<file path="src/rtl/fft_bank_reader_if.sv">
// Bank read ports and result stream of the FFT bank reader.
// The master side is the reader; the slave side is the bank plus result consumer.
interface fft_bank_reader_if #(
  parameter int ADDR_W = 5,
  parameter int DATA_W = 16
);
  logic [ADDR_W-1:0] A_addr;
  logic [ADDR_W-1:0] B_addr;
  logic [DATA_W-1:0] A_dataOutR;
  logic [DATA_W-1:0] A_dataOutC;
  logic [DATA_W-1:0] B_dataOutR;
  logic [DATA_W-1:0] B_dataOutC;
  logic              out_valid;
  logic              out_ready;
  logic [DATA_W-1:0] out_real;
  logic [DATA_W-1:0] out_imag;
  logic [ADDR_W-1:0] out_index;
  logic              out_last;

  modport master (
    output A_addr, B_addr, out_valid, out_real, out_imag, out_index, out_last,
    input  A_dataOutR, A_dataOutC, B_dataOutR, B_dataOutC, out_ready
  );

  modport slave (
    input  A_addr, B_addr, out_valid, out_real, out_imag, out_index, out_last,
    output A_dataOutR, A_dataOutC, B_dataOutR, B_dataOutC, out_ready
  );
endinterface

</file>
<file path="src/rtl/fft_bank_reader.sv">
// Drains the dual-port FFT sample bank two samples per read, optionally undoing
// bit-reversed storage, and streams them out through a 4-entry FIFO.
module fft_bank_reader #(
  parameter int ADDR_W      = 5,
  parameter int DATA_W      = 16,
  parameter int BIT_REVERSE = 1
) (
  input  logic                  clock,
  input  logic                  reset,
  input  logic                  start,
  fft_bank_reader_if.master     bus,
  output logic                  busy,
  output logic                  done
);
  localparam int N     = 1 << ADDR_W;
  localparam int PAIRS = N / 2;

  typedef enum logic [1:0] {IDLE, READ, DRAIN} state_t;

  typedef struct packed {
    logic [DATA_W-1:0] re;
    logic [DATA_W-1:0] im;
    logic [ADDR_W-1:0] idx;
  } smp_t;

  function automatic logic [ADDR_W-1:0] map_addr(input logic [ADDR_W-1:0] k);
    logic [ADDR_W-1:0] r;
    r = k;
    if (BIT_REVERSE != 0)
      for (int i = 0; i < ADDR_W; i++) r[i] = k[ADDR_W-1-i];
    return r;
  endfunction

  state_t            r_state, w_next;
  logic [ADDR_W-1:0] r_p;
  logic              r_pend;
  logic [ADDR_W-1:0] r_a_addr, r_b_addr;
  smp_t              r_mem [4];
  logic [1:0]        r_wp, r_rp;
  logic [2:0]        r_cnt;
  logic              r_done;

  logic              w_issue;
  logic              w_pop;
  logic [ADDR_W-1:0] w_a_addr, w_b_addr;
  logic [ADDR_W-1:0] w_pm1;
  logic [ADDR_W-1:0] w_idx_a, w_idx_b;

  always_ff @(posedge clock) begin
    if (reset) r_state <= IDLE;
    else       r_state <= w_next;
  end

  always_comb begin
    w_next = r_state;
    case (r_state)
      IDLE:    if (start) w_next = READ;
      READ:    if (w_issue && r_p == ADDR_W'(PAIRS-1)) w_next = DRAIN;
      DRAIN:   if (r_cnt == 3'd0 && !r_pend) w_next = IDLE;
      default: w_next = IDLE;
    endcase
  end

  // Issue only when the FIFO is guaranteed room for the pair in flight plus this one.
  always_comb begin
    busy     = (r_state != IDLE);
    w_issue  = (r_state == READ) && ((r_cnt + {1'b0, r_pend, 1'b0}) <= 3'd2);
    w_a_addr = r_a_addr;
    w_b_addr = r_b_addr;
    if (r_state == IDLE) begin
      w_a_addr = '0;
      w_b_addr = '0;
    end else if (w_issue) begin
      w_a_addr = map_addr({r_p[ADDR_W-2:0], 1'b0});
      w_b_addr = map_addr({r_p[ADDR_W-2:0], 1'b1});
    end
  end

  assign w_pm1   = r_p - ADDR_W'(1);
  assign w_idx_a = {w_pm1[ADDR_W-2:0], 1'b0};
  assign w_idx_b = {w_pm1[ADDR_W-2:0], 1'b1};
  assign w_pop   = (r_cnt != 3'd0) && bus.out_ready;

  always_ff @(posedge clock) begin
    if (reset) begin
      r_p      <= '0;
      r_pend   <= 1'b0;
      r_a_addr <= '0;
      r_b_addr <= '0;
      r_wp     <= '0;
      r_rp     <= '0;
      r_cnt    <= '0;
      r_done   <= 1'b0;
      for (int i = 0; i < 4; i++) r_mem[i] <= '0;
    end else begin
      r_a_addr <= w_a_addr;
      r_b_addr <= w_b_addr;
      r_pend   <= w_issue;
      r_done   <= (r_state == DRAIN) && (w_next == IDLE);
      if (r_state == IDLE) r_p <= '0;
      else if (w_issue)    r_p <= r_p + ADDR_W'(1);
      // Bank data for the pair issued last cycle arrives now: A first, then B.
      if (r_pend) begin
        r_mem[r_wp]        <= '{re: bus.A_dataOutR, im: bus.A_dataOutC, idx: w_idx_a};
        r_mem[r_wp + 2'd1] <= '{re: bus.B_dataOutR, im: bus.B_dataOutC, idx: w_idx_b};
        r_wp               <= r_wp + 2'd2;
      end
      if (w_pop) r_rp <= r_rp + 2'd1;
      r_cnt <= r_cnt + (r_pend ? 3'd2 : 3'd0) - {2'b00, w_pop};
    end
  end

  assign bus.A_addr    = w_a_addr;
  assign bus.B_addr    = w_b_addr;
  assign bus.out_valid = (r_cnt != 3'd0);
  assign bus.out_real  = r_mem[r_rp].re;
  assign bus.out_imag  = r_mem[r_rp].im;
  assign bus.out_index = r_mem[r_rp].idx;
  assign bus.out_last  = (r_cnt != 3'd0) && (r_mem[r_rp].idx == ADDR_W'(N-1));
  assign done          = r_done;
endmodule
</file>
<file path="src/flat_wrapper.sv">
// flat-port wrapper written by rule: the top's interface ports become plain ports
module fft_bank_reader_flat 
#(
  parameter int ADDR_W      = 5,
  parameter int DATA_W      = 16,
  parameter int BIT_REVERSE = 1
)
  (clock, reset, start, busy, done, bus_A_addr, bus_B_addr, bus_out_valid, bus_out_real, bus_out_imag, bus_out_index, bus_out_last, bus_A_dataOutR, bus_A_dataOutC, bus_B_dataOutR, bus_B_dataOutC, bus_out_ready);
  fft_bank_reader_if #(.ADDR_W(ADDR_W), .DATA_W(DATA_W)) bus_i ();
  input  logic clock;
  input  logic reset;
  input  logic start;
  output logic busy;
  output logic done;
  output wire logic [$bits(bus_i.A_addr)-1:0] bus_A_addr;
  output wire logic [$bits(bus_i.B_addr)-1:0] bus_B_addr;
  output wire logic [$bits(bus_i.out_valid)-1:0] bus_out_valid;
  output wire logic [$bits(bus_i.out_real)-1:0] bus_out_real;
  output wire logic [$bits(bus_i.out_imag)-1:0] bus_out_imag;
  output wire logic [$bits(bus_i.out_index)-1:0] bus_out_index;
  output wire logic [$bits(bus_i.out_last)-1:0] bus_out_last;
  input wire logic [$bits(bus_i.A_dataOutR)-1:0] bus_A_dataOutR;
  input wire logic [$bits(bus_i.A_dataOutC)-1:0] bus_A_dataOutC;
  input wire logic [$bits(bus_i.B_dataOutR)-1:0] bus_B_dataOutR;
  input wire logic [$bits(bus_i.B_dataOutC)-1:0] bus_B_dataOutC;
  input wire logic [$bits(bus_i.out_ready)-1:0] bus_out_ready;
  assign bus_A_addr = bus_i.A_addr;
  assign bus_B_addr = bus_i.B_addr;
  assign bus_out_valid = bus_i.out_valid;
  assign bus_out_real = bus_i.out_real;
  assign bus_out_imag = bus_i.out_imag;
  assign bus_out_index = bus_i.out_index;
  assign bus_out_last = bus_i.out_last;
  assign bus_i.A_dataOutR = bus_A_dataOutR;
  assign bus_i.A_dataOutC = bus_A_dataOutC;
  assign bus_i.B_dataOutR = bus_B_dataOutR;
  assign bus_i.B_dataOutC = bus_B_dataOutC;
  assign bus_i.out_ready = bus_out_ready;
  fft_bank_reader #(.ADDR_W(ADDR_W), .DATA_W(DATA_W), .BIT_REVERSE(BIT_REVERSE)) u_core (.clock(clock), .reset(reset), .start(start), .bus(bus_i), .busy(busy), .done(done));
endmodule
</file>
<file path="config.mk">
export PLATFORM = sky130hd
export DESIGN_NAME = fft_bank_reader_flat
export DESIGN_NICKNAME = d
export VERILOG_FILES = /design/src/rtl/fft_bank_reader_if.sv /design/src/rtl/fft_bank_reader.sv /design/src/flat_wrapper.sv
export SDC_FILE = /design/constraint.sdc
export NUM_CORES = 1
export LEC_CHECK = 0
export CAP_MARGIN = 20
export CELL_PAD_IN_SITES_DETAIL_PLACEMENT = 1
export CELL_PAD_IN_SITES_GLOBAL_PLACEMENT = 2
export CORE_ASPECT_RATIO = 1.1
export CORE_UTILIZATION = 38
export CTS_CLUSTER_DIAMETER = 60
export DETAILED_ROUTE_END_ITERATION = 12
export PLACE_DENSITY_LB_ADDON = 0.1
export SLEW_MARGIN = 20
export SYNTH_ARGS = -nofsm -noshare
export SYNTH_HDL_FRONTEND = slang
export SYNTH_SLANG_ARGS = --single-unit
</file>
<file path="constraint.sdc">
create_clock -name clock -period 2.3 [get_ports clock]
set_input_delay 0.23 -clock clock [delete_from_list [all_inputs] [get_ports clock]]
set_output_delay 0.23 -clock clock [all_outputs]
set_load 0.05 [all_outputs]
</file>
==> results of run 1 <==
[kinds of logic (layout without fill, tap and decap cells)]
kind of cell    Yosys count  after routing  share of synthesized area, %
buf+inv                  45            183                         2.817
fa+ha+maj                 7              7                         1.160
compound gates           43             43                         3.661
mux                      39             39                         10.97
simple gates            195            196                         15.32
xor+xnor                  8              8                         1.127
flops                   173            173                         64.94
[report_power, final]
| part | switching [µW] | internal [µW] |
|---|---|---|
| logic | 1820 | 1180 |
| registers | 191 | 3680 |
| clock network | 1190 | 1700 |
| total | 3200 | 6560 |
[through the flow]
step | total power [µW] | setup TNS, ns | hold WS (ns)
after floorplan | 5890 | 0 | 0.4249
after CTS | 9884 | 0 | 0.4174
after detailed placement | 6879 | 0 | 0.4420
final | 9765 | 0 | 0.4247
after global routing | 10180 | -0.03667 | 0.4416
after global placement | 6836 | 0 | 0.4324
[layout by cell type (no fill, tap or decap), drive strengths merged, types with 4 or more instances in the layout]
master / n
mux2i: 4
nor2: 25
nand4: 8
xor2: 4
edfxtp: 144
mux4: 35
clkbuf: 17
nor2b: 5
dfxtp: 29
clkinv: 8
xnor2: 4
inv: 15
buf: 69
and2: 130
o31ai: 11
ha: 7
nand2b: 8
clkdlybuf4s50: 69
a21oi: 22
nand2: 5
[how the worst min path moves through the flow]
stage,to,slack [ns],cells after the start
after CTS,u_core.r_state[0],0.42,3
after global routing,u_core.r_state[0],0.44,3
after detailed placement,u_core.r_mem[1][0],0.44,2
after global placement,u_core.r_mem[3][0],0.43,2
final,u_core.r_state[0],0.42,3
after floorplan,u_core.r_mem[1][0],0.42,2
[metal layers]
layer,up-vias,GRT usage [%]
met4,0,6.333
li1,2125,-
met3,17,3.557
met5,-,0
met1,2308,22.46
met2,86,31.88
[state kept, by name, indices dropped and copies added (netlist names), named ones only]
register	count
u_core.r_p	5
u_core.r_mem	146
u_core.r_state	2
u_core.r_wp	1
u_core.r_pend	1
u_core.r_a_addr	5
u_core.done	1
u_core.r_b_addr	5
u_core.r_rp	2
u_core.r_cnt	3
[area by class of cell]
type,count,area [µm²]
Clock buffer,17,425.4
Timing Repair Buffer,139,1459
Clock inverter,14,168.9
Inverter,13,48.80
Tap cell,247,309.0
Multi-Input combinational cell,293,2630
Sequential cell,173,4913
Fill cell,1879,9343
[repair_timing]
item                                    CTS  global route
gates resized for setup                  32             5
endpoints found under the setup margin   24            11
pin swaps                                 3             3
buffers inserted                          2             0
gates cloned                              1             0
[worst max-delay path, delay by kind of cell, from the launching register on]
kind            cells  cell delay, ns
buf+inv             2            0.26
fa+ha+maj           1            0.27
flops               1            0.39
simple gates        1            0.21
compound gates      2            0.43
==> metrics.cfg, run 1 <==
[timing]
finalHoldViolCount = 0
max_freq_ghz = 0.4485
transition_time_at_the_pin_with_the_least_slew_margin_ns = 0.6174
post-route-worst-setup-slack_ns = 0.07019
rsz0062_at_grt = yes
fin_crit_sh_pct = 96.95
finalSetupViolCount = 0
period_needed_ns = 2.230
drv_slew = 0
slew_headroom_pct = 58.84
finClkSkew_ns = 0.004899

[synthesis]
synth_top_area_share_pct = 57.26
synth.lib_cells_used.distinct = 40
synth_top_flop_cell = edfxtp_1
ys_seq_elements = 173
synth-seq-area-share_pct = 64.94
synth_warnings = 0
syn_inst = 510
syn_avg_cell_area_um2 = 14.81
mappedNetlistArea_um2 = 7552
synth_top_cells_by_count = 144 x edfxtp_1, 129 x and2_1, 35 x mux4_2
synthMostInstantiatedCell = edfxtp_1
synth-edff-count = 144
synth-async-reset-ratio_pct = 0
synth.top_cells.by_area = edfxtp_1 57%, and2_1 11%, mux4_2 10%
synth_largest_area_cell = edfxtp_1
syn_nets = 585

[critical_path]
setup.worst_path.end = bus_A_addr[0]
ws_path_type = reg2out
cp_data_required_time_ns = 2.07
crit_fanout = 6
endpoint_kind = primary output
critPathMaxStageDelay_ns = 0.39
cp_slowest_cell = dfxtp_2
r2r_start = u_core.r_cnt[1]
r2r.worst_path.cells = 6
endpoint_of_the_worst_slack_reg_to_reg_timing_path = u_core.r_p[3]
crit_start = u_core.r_cnt[1]
setup.worst_path.start_class = register
setup.reg_to_reg.worst_slack_ns = 0.55
worst_ep_arrival_time_ns = 2.00
critical_path.cell_chain = inv_1 > ha_4 > and2_4 > o31ai_2 > a21oi_1 > buf_12

[clocking]
clk_pin_slew_worst_paths_ns = 0.06
root_buffer = clkbuf_16
cts-buffers-inserted = 17
cts.sinks = 173
max-clock-path-buffers = 2
ctsHtreeMaxLevel = 4
clock_latency_ns = 0.42
cts_tree = done
holdBufCountCts = 0

[finish]
design_area_um2 = 9955
final-instance-count-excl-fill = 896
insertedDiodeCount = 0
layout-drive-gt1-share_pct = 26.66
layout.nets = 712
finish.utilization_pct = 51.59
area_delta_synth_final_pct = 31.81

[hold_path]
worstHoldPathType = in2reg
min_from = start

[floorplan]
design.portCount = 119
die_height_um = 149.9
die_w_um = 136.4
standard_cell_rows = 53
floorplan.initialDensity_pct = 39.14
design.core.area_um2 = 19300
fp.dieArea_um2 = 20440

[route]
detail_route.wl_per_cell_um = 19.35
ant_nets = 0
wl_mm = 17.34
drt_drc_violations_left = 0
met1Wirelength_mm = 7.445
route.met2.wl_mm = 9.049
top_signal_layer_used = met4
drtIter0Drc = 252
met3WireLength_um = 623
dr_total_vias = 4536
drt-vias-per-instance = 5.063
detailedRoute.firstPassIterationCount = 4

[grt]
largest_net_degree_at_the_start_of_global_routing = 65
grt_overflow = 0
grt_antenna_before_repair = 0
number_of_global_route_vias_before_repair = 5044
gr-usage-all-layers_pct = 18.29
first_pass_grt_wire_length_mm = 27.24

[place]
routability_driven_placement_congestion_ratio = 0.6969
port_buffers = 118
place_worst_setup_slack_ns = 0.09135
post-place-cells = 862
dp_hpwl_mm = 11.19
placedInstanceArea_um2 = 9171

[job]
max_cap_viol_count = 0

[pwr]
power_density_nw_per_um2 = 980.9
total_leakage_power_uw = 0.003648
max-vdd-ir-drop_uv = 584.5

[outcome]
run_status = completed

No activity file was read; power rests on OpenSTA's default activity.
==> run 2: changes to the inputs <==
==> constraint.sdc (replaced) <==
create_clock -name clock -period 2.3 [get_ports clock]
set_input_delay 0.69 -clock clock [delete_from_list [all_inputs] [get_ports clock]]
set_output_delay 0.69 -clock clock [all_outputs]
set_load 0.05 [all_outputs]
==> metrics.cfg, run 2 (synthesized netlist as in run 1, its figures left out) <==
[critical_path]
worst_ep_arrival_time_ns = 1.91
setup.reg_to_reg.worst_slack_ns = 0.54
endpoint_kind = primary output
setup.worst_path.end = bus_B_addr[2]
crit_start = u_core.r_pend
ws_path_type = reg2out
cp_data_required_time_ns = 1.61
crit_fanout = 5
setup.worst_path.start_class = register
r2r.worst_path.cells = 6
r2r_start = u_core.r_cnt[1]
endpoint_of_the_worst_slack_reg_to_reg_timing_path = u_core.r_p[3]

[clocking]
cts-buffers-inserted = 17
clk_pin_slew_worst_paths_ns = 0.07
cts_tree = done
ctsHtreeMaxLevel = 4
max-clock-path-buffers = 2
cts.sinks = 173
holdBufCountCts = 0
clock_latency_ns = 0.43
root_buffer = clkbuf_16

[pwr]
total_leakage_power_uw = 0.004016
power_density_nw_per_um2 = 997.7
max-vdd-ir-drop_uv = 602.6
design_power_total_uw = 10870

[timing]
max_freq_ghz = 0.3843
transition_time_at_the_pin_with_the_least_slew_margin_ns = 0.4915
fin_crit_sh_pct = 113.1
finalSetupViolCount = 47
period_needed_ns = 2.602
slew_headroom_pct = 67.13
rsz0062_at_grt = yes
post-route-worst-setup-slack_ns = -0.3022
final.setup.tns_ns = -9.152
finClkSkew_ns = 0.01024
drv_slew = 0
finalHoldViolCount = 0

[route]
route.met2.wl_mm = 10.05
wl_mm = 18.64
detailedRoute.firstPassIterationCount = 4
drt_drc_violations_left = 0
dr_total_vias = 4710
met3WireLength_um = 654
met1Wirelength_mm = 7.691
ant_nets = 0
top_signal_layer_used = met4
drt-vias-per-instance = 5.021
detail_route.wl_per_cell_um = 19.88
drtIter0Drc = 228

[finish]
layout-drive-gt1-share_pct = 33.43
largest_register_by_flop_count = u_core.r_mem
layout.nets = 753
number_of_flip_flops_under_the_largest_register_name = 146
commonest_cells_after_routing_fill_and_taps_aside = 144 x edfxtp_1, 128 x and2_1, 68 x clkdlybuf4s50_1
insertedDiodeCount = 0
layout_commonest_cell = edfxtp_1
area_delta_synth_final_pct = 44.30

[floorplan]
fp.dieArea_um2 = 20440
design.portCount = 119
die_w_um = 136.4
floorplan.initialDensity_pct = 39.14
standard_cell_rows = 53
die_height_um = 149.9
design.core.area_um2 = 19300

[grt]
largest_net_degree_at_the_start_of_global_routing = 65
grt_antenna_before_repair = 0
grt_overflow = 0
number_of_global_route_vias_before_repair = 5337
first_pass_grt_wire_length_mm = 29.06
gr-usage-all-layers_pct = 19.54

[outcome]
violated_checks = negative setup slack
run_status = complete, but fails checks

[hold_path]
worstHoldPathType = reg2reg
min_from = u_core.r_mem[1][0]

[job]
max_cap_viol_count = 0

[place]
port_buffers = 118
routability_driven_placement_congestion_ratio = 0.7408
dp_hpwl_mm = 11.87

[run 2: changes by cell type in the layout (fill, tap and decap cells not counted), sizes merged]
cell / delta
dlygate4sd2: -1
inv: +3
buf: +43
clkinvlp: +1
bufinv: +1
clkdlybuf4s50: -1
clkinv: -4
[run 2: area by class of cell]
| type | count | area [µm²] |
|---|---|---|
| Tap cell | 247 | 309.0 |
| Clock buffer | 17 | 425.4 |
| Fill cell | 1821 | 8399 |
| Multi-Input combinational cell | 293 | 2811 |
| Sequential cell | 173 | 4922 |
| Timing Repair Buffer | 180 | 2166 |
| Clock inverter | 15 | 210.2 |
| Inverter | 13 | 53.80 |
[run 2: worst max-delay path, stage by stage (launching register included)]
cell	delay (ns)
dfxtp_4	0.37
ha_4	0.18
buf_6	0.12
xnor2_4	0.18
nand4_1	0.16
buf_6	0.17
a21oi_4	0.15
buf_12	0.15
[run 2: worst min path at each step]
stage               cells past startpoint  slack (ns)                 end
finish                                  2        0.47  u_core.r_mem[1][0]
global route                            1        0.48  u_core.r_b_addr[4]
CTS                                     2        0.45  u_core.r_mem[1][0]
detailed placement                      2        0.44  u_core.r_mem[1][0]
global placement                        2        0.43  u_core.r_mem[3][0]
floorplan                               2        0.42  u_core.r_mem[1][0]
[run 2: layer usage]
metal	global-route usage, %	vias to the layer above
met5	0	-
met4	6.500	0
met3	3.049	17
met2	35.23	93
met1	23.59	2382
li1	-	2218
[run 2: report_power, final]
part | internal (µW) | switching, µW | leakage [µW]
Sequential | 3680 | 159 | 0.00174
Clock | 1840 | 1260 | 0.000306
Combinational | 1830 | 2100 | 0.00197
Total | 7350 | 3520 | 0.00402
[run 2: timing repair]
| action | CTS | global route |
|---|---|---|
| pin swaps | 12 | 8 |
| gates resized for setup | 92 | 30 |
| setup buffers | 12 | 11 |
| endpoints found under the setup margin | 48 | 48 |
| cloned | 3 | 0 |
[run 2: metrics by stage]
step           setup slack (ns)  area [µm²]  util, %  std cells  hold slack [ns]
2_1_floorplan          -0.04644        7691        -        510           0.4249
3_3_place_gp            -0.2105        9574    49.61        885           0.4313
3_5_place_dp            -0.3043        9574    49.61        885           0.4435
4_1_cts                 -0.3184       10770    55.83        932           0.4542
5_1_grt                 -0.3730       10900    56.47        938           0.4818
6_report                -0.3022       10900    56.47        938           0.4731
==> run 3: changes to the inputs <==
--- a/config.mk
+++ b/config.mk
@@ -13,7 +13,6 @@
 export CTS_CLUSTER_DIAMETER = 60
 export DETAILED_ROUTE_END_ITERATION = 12
 export PLACE_DENSITY_LB_ADDON = 0.1
-export SLEW_MARGIN = 20
 export SYNTH_ARGS = -nofsm -noshare
 export SYNTH_HDL_FRONTEND = slang
 export SYNTH_SLANG_ARGS = --single-unit
==> constraint.sdc (replaced) <==
create_clock -name clock -period 2.3 [get_ports clock]
set_input_delay 0.69 -clock clock [delete_from_list [all_inputs] [get_ports clock]]
set_output_delay 0.69 -clock clock [all_outputs]
set_load 0.01 [all_outputs]
==> metrics.cfg, run 3 (synthesized netlist as in run 1, its figures left out) <==
[route]
drt_drc_violations_left = 0
drtIter0Drc = 175
ant_nets = 0
wl_mm = 19.63
detail_route.wl_per_cell_um = 19.83
drt-vias-per-instance = 4.992
dr_total_vias = 4942
detailedRoute.firstPassIterationCount = 4

[finish]
layout.nets = 805
commonest_cells_after_routing_fill_and_taps_aside = 144 x edfxtp_1, 128 x and2_1, 72 x buf_6
layout_commonest_cell = edfxtp_1
insertedDiodeCount = 0
multiInputGateArea_um2 = 2738
layout.area.seq_um2 = 4927
fillCellCount = 1851
area_delta_synth_final_pct = 45.46
final-instance-count-excl-fill = 990
largest_register_by_flop_count = u_core.r_mem
number_of_flip_flops_under_the_largest_register_name = 146
layout-drive-gt1-share_pct = 36.88

[timing]
transition_time_at_the_pin_with_the_least_slew_margin_ns = 0.4078
worst_hold_slack_across_all_endpoints_ns = 0.4717
rsz0062_at_grt = yes
final.setup.tns_ns = -9.655
finClkSkew_ns = 0.007758
finalHoldViolCount = 0
post-route-worst-setup-slack_ns = -0.4091
max_freq_ghz = 0.3691
fin_crit_sh_pct = 117.8
drv_slew = 0
period_needed_ns = 2.709
slew_headroom_pct = 72.58
finalSetupViolCount = 48

[critical_path]
crit_fanout = 4
worst_ep_arrival_time_ns = 2.02
r2r.worst_path.cells = 17
endpoint_kind = primary output
setup.reg_to_reg.worst_slack_ns = -0.13
setup.worst_path.start_class = register
crit_start = u_core.r_pend
cp_data_required_time_ns = 1.61
endpoint_of_the_worst_slack_reg_to_reg_timing_path = u_core.r_a_addr[3]
r2r_start = u_core.r_cnt[1]
ws_path_type = reg2out

[floorplan]
fp.dieArea_um2 = 20440
design.portCount = 119
die_height_um = 149.9
standard_cell_rows = 53
die_w_um = 136.4
design.core.area_um2 = 19300
floorplan.initialDensity_pct = 39.14

[grt]
first_pass_grt_wire_length_mm = 30.12
largest_net_degree_at_the_start_of_global_routing = 65
grt_antenna_before_repair = 1
gr-usage-all-layers_pct = 20.03
number_of_global_route_vias_before_repair = 5418
grt_overflow = 0

[pwr]
max-vdd-ir-drop_uv = 615.7
design_power_total_uw = 9888
proportion_of_power_drawn_by_combinational_gates_pct = 34.6
swShare_pct = 28.10
power_density_nw_per_um2 = 900.1
switching_pwr_uw = 2779
pwr-share-seq_pct = 38.6
p_int_uw = 7110
clock_power_share_pct = 26.9
total_leakage_power_uw = 0.004191

[clocking]
cts.sinks = 173
ctsHtreeMaxLevel = 4
cts_tree = done
clock_latency_ns = 0.43
clk_pin_slew_worst_paths_ns = 0.07
max-clock-path-buffers = 2
root_buffer = clkbuf_16
cts-buffers-inserted = 17

[place]
dp_hpwl_mm = 11.69
post-place-cells = 895
port_buffers = 118
routability_driven_placement_congestion_ratio = 0.7597

[hold_path]
worstHoldPathCells = 2
min_from = u_core.r_wp[1]
holdPathEnd = u_core.r_wp[1]
worstHoldPathType = reg2reg

[outcome]
violated_checks = negative setup slack
run_status = complete, but fails checks

[job]
max_cap_viol_count = 0

run 3: cell count changes in the layout (fill, tap and decap cells not counted), moves of 3 or more:
cell	before	now
buf_6	41	72
buf_4	29	52
buf_12	35	18
buf_2	0	15
a21oi_4	9	0
a21oi_2	0	5
a21oi_1	13	17
buf_8	7	3
bufinv_16	4	0
clkinvlp_4	2	5
run 3: worst max-delay path by stage:
stage          cells after the start                  end  slack [ns]
2_1_floorplan                      2  u_core.r_mem[0][10]        0.03
3_3_place_gp                       6        bus_B_addr[4]       -0.38
3_5_place_dp                       6        bus_B_addr[3]       -0.45
4_1_cts                            8        bus_A_addr[0]       -0.41
5_1_grt                            8        bus_A_addr[0]       -0.47
6_report                           8        bus_A_addr[0]       -0.41
run 3: repair_timing:
| item | in CTS | in global routing |
|---|---|---|
| setup endpoints to repair | 50 | 50 |
| hold endpoints to repair | 0 | 0 |
| hold buffers | 0 | 0 |
| resized for setup | 290 | 53 |
| setup buffers | 52 | 14 |
| gates cloned | 3 | 0 |
| pin swaps | 22 | 16 |
run 3: routing by layer:
layer	routed length (µm)	vias to the layer above	share of wire, %	global-route usage [%]
li1	-	2318	-	-
met1	8305	2522	42	24.88
met2	10390	83	53	34.87
met3	657	19	3.3	3.591
met4	280	0	1.4	6.833
met5	0	-	0	0
run 3: worst max-delay path: stages, from the launching register on:
cell,delay [ns]
dfxtp_4,0.37
ha_4,0.18
buf_6,0.13
buf_6,0.12
xor2_4,0.25
buf_6,0.17
o31ai_4,0.07
a21oi_1,0.15
buf_2,0.15
run 3: cell type report:
class / count / share of cell area, %
inverters: 13 / 0.4898
clock inverters: 14 / 1.014
repair buffers: 232 / 22.00
well taps: 247 / 2.813
flip-flops and latches: 173 / 44.85
multi-input cells: 293 / 24.92
clock buffers: 18 / 3.907
run 3: power groups by stage:
stage               clock (µW)  combinational (µW)  sequential, µW
floorplan                    0                1260            3810
global placement             0                2500            3830
detailed placement           0                2510            3850
CTS                       2720                3170            3820
global route              2830                3650            3840
finish                    2660                3420            3820
run 3: through the flow:
step | util [%] | cell area, µm² | setup WS (ns)
final | 56.93 | 10990 | -0.4091
after global routing | 56.93 | 10990 | -0.4681
after CTS | 55.66 | 10740 | -0.4052
after detailed placement | 48.95 | 9447 | -0.4536
after global placement | 48.95 | 9447 | -0.3755
after floorplan | - | 7552 | 0.02503
